--- src/rtl/rr_mux_arbiter.sv ---
// Round-robin arbiter driving a shared N:1 data channel; a grant lasts until a last beat transfers.
// Optional RR_MUX_ARBITER_WATCHDOG_EN force-releases a grant abandoned for TIMEOUT cycles.
module rr_mux_arbiter #(
  parameter int unsigned N       = 4,
  parameter int unsigned W       = 8,
  parameter int unsigned SW      = $clog2(N),
  parameter int unsigned TIMEOUT = 16
) (
  input  logic           clk,
  input  logic           rst,
  input  logic [N-1:0]   req,
  input  logic [N*W-1:0] data,
  input  logic [N-1:0]   last,
  input  logic           out_ready,
  output logic [N-1:0]   grant,
  output logic [SW-1:0]  sel,
  output logic           out_valid,
  output logic [W-1:0]   out_data,
  output logic           out_last,
  output logic           timeout
);

  typedef enum logic {StIdle, StBusy} state_e;

  state_e        state_q, state_d;
  logic [N-1:0]  grant_q, grant_d;
  logic [SW-1:0] sel_q, sel_d;
  logic [SW-1:0] ptr_q, ptr_d;

  logic          busy;
  logic          req_g;
  logic [W-1:0]  data_g;
  logic [SW-1:0] sel_inc;
  logic [SW-1:0] pick;
  logic          pick_found;
  logic [SW-1:0] scan_idx;
  logic          wd_fire;

  assign busy  = (state_q == StBusy);
  assign req_g = req[sel_q];

  // First requester at or after ptr, wrapping modulo N.
  always_comb begin
    pick       = '0;
    pick_found = 1'b0;
    scan_idx   = '0;
    for (int unsigned k = 0; k < N; k++) begin
      scan_idx = SW'((32'(ptr_q) + k) % N);
      if (!pick_found && req[scan_idx]) begin
        pick_found = 1'b1;
        pick       = scan_idx;
      end
    end
  end

  always_comb begin
    data_g = '0;
    for (int unsigned i = 0; i < N; i++) begin
      if (sel_q == SW'(i)) data_g = data[i*W +: W];
    end
  end

  assign sel_inc = (sel_q == SW'(N - 1)) ? '0 : sel_q + 1'b1;

  always_comb begin
    out_valid = busy && req_g;
    out_data  = busy ? data_g : '0;
    out_last  = busy && last[sel_q];
  end

  always_comb begin
    state_d = state_q;
    grant_d = grant_q;
    sel_d   = sel_q;
    ptr_d   = ptr_q;
    case (state_q)
      StIdle: begin
        if (pick_found) begin
          grant_d = {{(N-1){1'b0}}, 1'b1} << pick;
          sel_d   = pick;
          state_d = StBusy;
        end
      end
      StBusy: begin
        if ((out_valid && out_ready && out_last) || wd_fire) begin
          grant_d = '0;
          ptr_d   = sel_inc;
          state_d = StIdle;
        end
      end
      default: state_d = StIdle;
    endcase
  end

  always_ff @(posedge clk or posedge rst) begin
    if (rst) begin
      state_q <= StIdle;
      grant_q <= '0;
      sel_q   <= '0;
      ptr_q   <= '0;
    end else begin
      state_q <= state_d;
      grant_q <= grant_d;
      sel_q   <= sel_d;
      ptr_q   <= ptr_d;
    end
  end

`ifdef RR_MUX_ARBITER_WATCHDOG_EN
  localparam int unsigned CW = $clog2(TIMEOUT + 1);

  logic [CW-1:0] wd_q, wd_d;

  assign wd_fire = busy && (wd_q == CW'(TIMEOUT));

  // Counts only idle BUSY cycles; any valid cycle or state change clears it.
  always_comb begin
    wd_d = '0;
    if (busy && !req_g && !wd_fire) wd_d = wd_q + 1'b1;
  end

  always_ff @(posedge clk or posedge rst) begin
    if (rst) begin
      wd_q <= '0;
    end else begin
      wd_q <= wd_d;
    end
  end

  assign timeout = wd_fire;
`else
  assign wd_fire = 1'b0;
  assign timeout = 1'b0;
`endif

  assign grant = grant_q;
  assign sel   = sel_q;

endmodule

--- config.mk ---
export PLATFORM = sky130hd
export DESIGN_NAME = rr_mux_arbiter
export DESIGN_NICKNAME = d
export VERILOG_FILES = /design/src/rtl/rr_mux_arbiter.sv
export SDC_FILE = /design/constraint.sdc
export NUM_CORES = 1
export LEC_CHECK = 0
export ABC_CLOCK_PERIOD_IN_PS = 3700
export BUFFER_PORTS_ARGS = -buffer_cell sky130_fd_sc_hd__buf_2
export CORE_ASPECT_RATIO = 0.75
export CORE_MARGIN = 8
export CORE_UTILIZATION = 44
export CTS_CLUSTER_DIAMETER = 40
export DETAILED_ROUTE_END_ITERATION = 8
export GPL_TIMING_DRIVEN = 0
export PLACE_DENSITY = 0.9
export SLEW_MARGIN = 20
export SYNTH_ARGS = -nofsm -noshare
export SYNTH_HDL_FRONTEND = slang
export SYNTH_SLANG_ARGS = --single-unit
--- constraint.sdc ---
create_clock -name clk -period 3.7 [get_ports clk]
set_input_delay 0.74 -clock clk [delete_from_list [all_inputs] [get_ports clk]]
set_output_delay 0.74 -clock clk [all_outputs]
set_load 0.01 [all_outputs]
==> flow_summary_export.csv, run 1 <==
group,metric,value,unit
clocking,clock-sinks,9,
power_and_ir_drop,design_power_total,939,uW
floorplan,design.portCount,60,
yosys,synth_seq_area_share,0.251,
hold_path,hold_path_class,"input port to async pin",
cells_and_area,n_fill_cell,174,
clocking,cts.htree.levels,1,
power_and_ir_drop,static-leakage-power,0.708,nW
cells_and_area,synthToLayoutAreaGrowth,38.7,%
cells_and_area,finish.net_count,214,
worst_setup_path,critical_path_class,"flop to output port",
flow_run,cap_viol_max_count,0,
global_routing,first_global_vias,1024,
yosys,yosysTopAreaCell,"sky130_fd_sc_hd__dfrtp_1",
placement,placedInstanceArea,1220,um^2
sta,period_share,0.821,
routing,drt_first_iter_violations,61,
routing,wl_per_cell,15.6,um
sta,fin_skew,0.00341,ns
floorplan,core.rowCount,14,
clocking,cts_made_buffers,3,
worst_setup_path,cp_data_required_time,2.96,ns
worst_setup_path,critical-path-max-stage-delay,0.42,ns
yosys,mappedNetlistNets,151,
worst_setup_path,arrival,2.30,ns
sta,setup_total_negative_slack,0,ns
placement,dp_hpwl,2.40,mm
worst_setup_path,crit_path_frequent_cell,"sky130_fd_sc_hd__buf_2",
worst_setup_path,path_buf_inv,5,
cells_and_area,diodes,0,
global_routing,grt_start_max_net_pins,12,
worst_setup_path,worst-path-max-fanout,10,
floorplan,die_height,55.1,um
routing,drt_pre_antenna_iters,4,
cells_and_area,drive_gt1_frac,0.452,
power_and_ir_drop,powerDensity,755,nW/um^2
yosys,synth_top_flop_cell,"sky130_fd_sc_hd__dfrtp_1",
floorplan,core_region_area,1960,um^2
routing,routed-via-count,1054,
placement,routability_cong,0.795,
routing,route.antenna.remaining_nets,0,
sta,layout_min_cycle_time,3.04,ns
yosys,commonest_cells_post_synth,"sky130_fd_sc_hd__inv_1, sky130_fd_sc_hd__a21oi_1, sky130_fd_sc_hd__dfrtp_1",
sta,setup_violations,0,
worst_setup_path,cp_top_family,"buffers and inverters",
worst_setup_path,start_kind,"flop",
clocking,cts-resized-gates,0,
routing,route.detailed.drc,0,
cells_and_area,final_instance_area,1240,um^2
routing,postRouteWirelength,2.97,mm
sta,rsz0062_at_grt,"no",
yosys,syn_avg_cell_area,8.61,um^2
yosys,postSynth.asyncResetShare,1.00,
yosys,synth_cells,104,
floorplan,floorplan.die.width,68.1,um
status,outcome,"completed",
clocking,cts_post_setup_buffers_inserted,0,
global_routing,initial_antenna_violation_count,0,
yosys,yosysWarnings,0,
yosys,synth_enable_flop_cells,0,
clocking,clockRootBuffer,"sky130_fd_sc_hd__clkbuf_4",
global_routing,groute.usage.overall,0.146,
yosys,ys_seq_elements,9,
cells_and_area,fin_util,0.633,
worst_setup_path,timing.critical_path.slowest_stage_cell,"sky130_fd_sc_hd__dfrtp_1",
sta,finalHoldWorstSlack,0.423,ns
sta,slew_headroom,0.619,
yosys,post-synth-top-area-fraction,0.251,
yosys,synth_area_leaders,"sky130_fd_sc_hd__dfrtp_1, sky130_fd_sc_hd__a22o_1, sky130_fd_sc_hd__a221oi_1, sky130_fd_sc_hd__ha_1, sky130_fd_sc_hd__mux2i_1",
worst_setup_path,count_of_cells_along_the_worst_register_to_register_path,5,
yosys,yosysMostFrequentCell,"sky130_fd_sc_hd__inv_1",
clocking,cts_max_path_buffers,2,
power_and_ir_drop,maximum_vdd_drop,465,uV
floorplan,die-area,3750,um^2
clocking,ctsHoldBuffers,0,
sta,final-hold-violation-count,0,
placement,io_buffers,58,
clocking,tritoncts,"built",
yosys,synth.distinct_cells,36,
clocking,clkLatencyLatePin,0.26,ns
worst_setup_path,worstSetupEndpointType,"output port",
sta,timing.final.max_slew_violations,0,
sta,max_freq,0.329,GHz
clocking,clk_transition_reported_paths,0.06,ns
sta,worstMarginPinSlew,0.570,ns
worst_setup_path,critical_path_stages,10,
global_routing,grt_first_pass_wirelength,4.40,mm
floorplan,floorplan.initialDensity,0.457,
routing,detail_route.vias_per_cell,5.55,
yosys,netlist_area,896,um^2
worst_setup_path,crit_chain,"buf_4, inv_1, ha_1, buf_2, nor2b_1, clkbuf_1, a221oi_1, a21oi_1, a22o_1, buf_2",
global_routing,grt_remaining_overflow,0,
[final cells by class]
cell class	count	area (um^2)	area share
buffer	7	42.5	0.0342
clock buffer	4	26.3	0.0211
inverter	13	48.8	0.0393
multi-input combinational	75	579	0.466
sequential	9	225	0.181
tap	24	30.0	0.0242
timing repair buffer	58	290	0.234
[cell usage in the layout (no fill, tap or decap), drive strengths merged, types with 4 or more instances in the layout]
master and instances:
buf 63, inv 13, a21oi 9, dfrtp 9
nand2 9, a22o 8, a221oi 7, clkbuf 6
mux2i 5, ha 4, a32o 4
[where the power goes]
group | total [mW] | switching (mW) | internal, mW
registers | 0.185 | 0.0488 | 0.137
clock network | 0.0769 | 0.0353 | 0.0416
logic | 0.676 | 0.354 | 0.323
[per-stage QoR]
step	setup WS, ns	instances
global route	0.447	190
CTS	0.682	190
detailed placement	0.961	186
finish	0.664	190
floorplan	1.27	104
global placement	1.10	186
[final timing paths]
check	from	to	slack, ns
worst max-delay path	sel[1]	out_data[2]	0.66
worst min-delay path	rst	grant[3]	0.42
worst max register to register	sel[1]	ptr_q[1]	2.05
worst min register to register	grant[2]	grant[2]	0.53
max in group asynchronous	rst	sel[1]	3.03
min in group clk	grant[2]	grant[2]	0.53
[per-layer routing]
metal | global-route usage | up-vias | part of all wire
met3 | 0.0402 | 7 | 0.11
met1 | 0.159 | 492 | 0.38
met2 | 0.275 | 48 | 0.49
met5 | 0 | - | 0
li1 | - | 507 | -
met4 | 0.0441 | 0 | 0.017
[worst reg2reg max path, stage by stage (launching register included)]
cell	delay, ns
sky130_fd_sc_hd__dfrtp_1	0.40
sky130_fd_sc_hd__buf_4	0.19
sky130_fd_sc_hd__mux2i_1	0.30
sky130_fd_sc_hd__o22ai_2	0.14
sky130_fd_sc_hd__nand2_2	0.18
sky130_fd_sc_hd__mux2_4	0.32
[kinds of logic (layout without fill, tap and decap cells)]
group	count (synthesis)	in the layout	synth area share
simple gates	23	23	0.142
flops	9	9	0.251
mux	8	8	0.102
buf+inv	20	82	0.102
fa+ha+maj	4	4	0.0559
compound gates	39	39	0.342
other cells	1	1	0.00419
[sequential cells by signal (all words and copies together) (netlist names)]
signal and count:
ptr_q 2, sel 2, grant 4, busy 1
Note: power is estimated with default switching activity, not from simulation.
==> run 2: changes to the inputs <==
- ABC_CLOCK_PERIOD_IN_PS: 3700 -> 2800
- CORE_UTILIZATION: 44 -> 41
- PLACE_DENSITY: 0.9 -> 0.85
- clock period: 3.7 -> 2.8 ns (I/O delays scaled with it)
==> flow_summary_export.csv, run 2 (same netlist as run 1, synthesis figures left out) <==
group,metric,value,unit
status,outcome,"completed",
global_routing,grt_start_max_net_pins,12,
worst_setup_path,cp_data_required_time,2.24,ns
routing,route.antenna.remaining_nets,0,
clocking,cts_made_buffers,3,
clocking,ctsHoldBuffers,0,
clocking,clkLatencyLatePin,0.26,ns
global_routing,initial_antenna_violation_count,0,
cells_and_area,instances_no_fill,191,
floorplan,die-area,3950,um^2
clocking,clk_transition_reported_paths,0.06,ns
sta,timing.final.max_slew_violations,0,
clocking,clock-sinks,9,
hold_path,hold_path_class,"input port to async pin",
cells_and_area,synthToLayoutAreaGrowth,45.5,%
cells_and_area,flip_flop_count_of_the_largest_register_all_copies_and_words_added,4,
routing,routed-via-count,1104,
worst_setup_path,worst_setup_path_startpoint,"sel[1]",
routing,postRouteWirelength,3.44,mm
placement,placedInstanceArea,1220,um^2
power_and_ir_drop,net-switching-power,627,uW
power_and_ir_drop,internal_power,710,uW
routing,drt_pre_antenna_iters,6,
global_routing,groute.usage.overall,0.149,
sta,final-hold-violation-count,0,
placement,dp_hpwl,2.58,mm
routing,detail_route.vias_per_cell,5.78,
clocking,cts.htree.levels,1,
power_and_ir_drop,static-leakage-power,0.734,nW
floorplan,core_region_area,2030,um^2
routing,wl_per_cell,18.0,um
cells_and_area,diodes,0,
global_routing,first_global_vias,1048,
clocking,tritoncts,"built",
cells_and_area,mostFrequentLayoutCell,"sky130_fd_sc_hd__buf_2",
worst_setup_path,reg2reg_start,"sel[1]",
sta,layout_min_cycle_time,2.73,ns
placement,dp_cells,186,
floorplan,floorplan.die.width,70.0,um
floorplan,floorplan.initialDensity,0.441,
floorplan,core.rowCount,14,
sta,fin_skew,0.00136,ns
worst_setup_path,worst-path-max-fanout,10,
floorplan,design.portCount,60,
sta,period_share,0.974,
cells_and_area,drive_gt1_frac,0.515,
sta,setup_total_negative_slack,0,ns
sta,worstMarginPinSlew,0.550,ns
placement,io_buffers,58,
sta,max_freq,0.367,GHz
clocking,cts_max_path_buffers,2,
power_and_ir_drop,clock_power_share,0.077,
placement,routability_cong,0.754,
sta,slew_headroom,0.632,
cells_and_area,finish.net_count,215,
worst_setup_path,start_kind,"flop",
cells_and_area,final_instance_area,1300,um^2
power_and_ir_drop,share_comb_of_total_power,0.742,
power_and_ir_drop,powerDensity,1030,nW/um^2
worst_setup_path,arrival,2.17,ns
cells_and_area,layout_common_cells,"sky130_fd_sc_hd__buf_2, sky130_fd_sc_hd__inv_1, sky130_fd_sc_hd__a21oi_1",
global_routing,grt_first_pass_wirelength,4.93,mm
power_and_ir_drop,maximum_vdd_drop,587,uV
power_and_ir_drop,power.switching_fraction,0.469,
worst_setup_path,critical_path_class,"flop to output port",
power_and_ir_drop,power.share.sequential,0.182,
worst_setup_path,timing.reg2reg.setup_slack,1.25,ns
flow_run,cap_viol_max_count,0,
routing,route.detailed.drc,0,
sta,setup_violations,0,
routing,drt_first_iter_violations,96,
worst_setup_path,worstSetupEndpointType,"output port",
clocking,clockRootBuffer,"sky130_fd_sc_hd__clkbuf_4",
floorplan,die_height,56.5,um
global_routing,grt_remaining_overflow,0,
[run 2: cell count changes in the layout (fill, tap and decap cells not counted)]
cell	before	now
sky130_fd_sc_hd__clkbuf_1	3	1
sky130_fd_sc_hd__a221oi_2	0	7
sky130_fd_sc_hd__buf_4	2	3
sky130_fd_sc_hd__clkbuf_2	0	1
sky130_fd_sc_hd__buf_6	1	2
sky130_fd_sc_hd__a221oi_1	7	0
sky130_fd_sc_hd__dfrtp_2	0	1
sky130_fd_sc_hd__dfrtp_1	9	8
[run 2: power groups by stage]
stage / registers (mW) / clock network [mW] / logic, mW
after floorplan: 0.244 / 0 / 0.600
after global placement: 0.239 / 0 / 0.858
after detailed placement: 0.244 / 0 / 0.886
after CTS: 0.242 / 0.102 / 0.888
after global routing: 0.251 / 0.111 / 1.07
final: 0.243 / 0.103 / 0.992
[run 2: cell type report]
| type | instances | area (um^2) |
|---|---|---|
| sequential | 9 | 226 |
| tap | 24 | 30.0 |
| buffer | 7 | 51.3 |
| multi-input combinational | 75 | 623 |
| fill | 166 | 728 |
| inverter | 13 | 48.8 |
| timing repair buffer | 59 | 298 |
| clock buffer | 4 | 26.3 |
[run 2: path summary, 6_finish.rpt]
check,to,cells after the start
worst max-delay path,out_data[0],10
worst min-delay path,ptr_q[0],2
worst max register to register,ptr_q[0],5
worst min register to register,grant[0],1
max in group asynchronous,sel[0],2
min in group clk,grant[0],1
[run 2: metal layers]
metal  share of wire  vias to the layer above  track usage  wire length [um]
li1                -                      507            -                 -
met1            0.35                      511        0.154              1190
met2            0.52                       66        0.270              1770
met3           0.079                       20       0.0439               272
met4           0.059                        0       0.0714               204
met5               0                        -            0                 0
[run 2: per-stage QoR]
step / worst slack, ns / power (mW) / hold WS, ns / util
floorplan: 0.552 / 0.844 / 0.388 / -
global placement: 0.334 / 1.10 / 0.500 / 0.599
detailed placement: 0.267 / 1.13 / 0.507 / 0.599
CTS: -0.0191 / 1.23 / 0.262 / 0.611
global route: -0.0323 / 1.43 / 0.282 / 0.642
finish: 0.0739 / 1.34 / 0.259 / 0.642
[run 2: worst max-delay path, stage by stage, from the launching register on]
cell	delay [ns]
sky130_fd_sc_hd__dfrtp_1	0.38
sky130_fd_sc_hd__buf_4	0.17
sky130_fd_sc_hd__inv_1	0.09
sky130_fd_sc_hd__ha_1	0.16
sky130_fd_sc_hd__buf_6	0.16
sky130_fd_sc_hd__nor2b_1	0.05
sky130_fd_sc_hd__buf_2	0.19
sky130_fd_sc_hd__a221oi_2	0.26
sky130_fd_sc_hd__a21oi_1	0.09
sky130_fd_sc_hd__a22o_1	0.21
sky130_fd_sc_hd__buf_2	0.14
[run 2: timing repair]
item / in CTS / in global routing
endpoints found under the hold margin: 0 / 0
setup endpoints to repair: 2 / 7
resized for setup: 0 / 16
cloned: 0 / 0
buffers inserted: 0 / 1
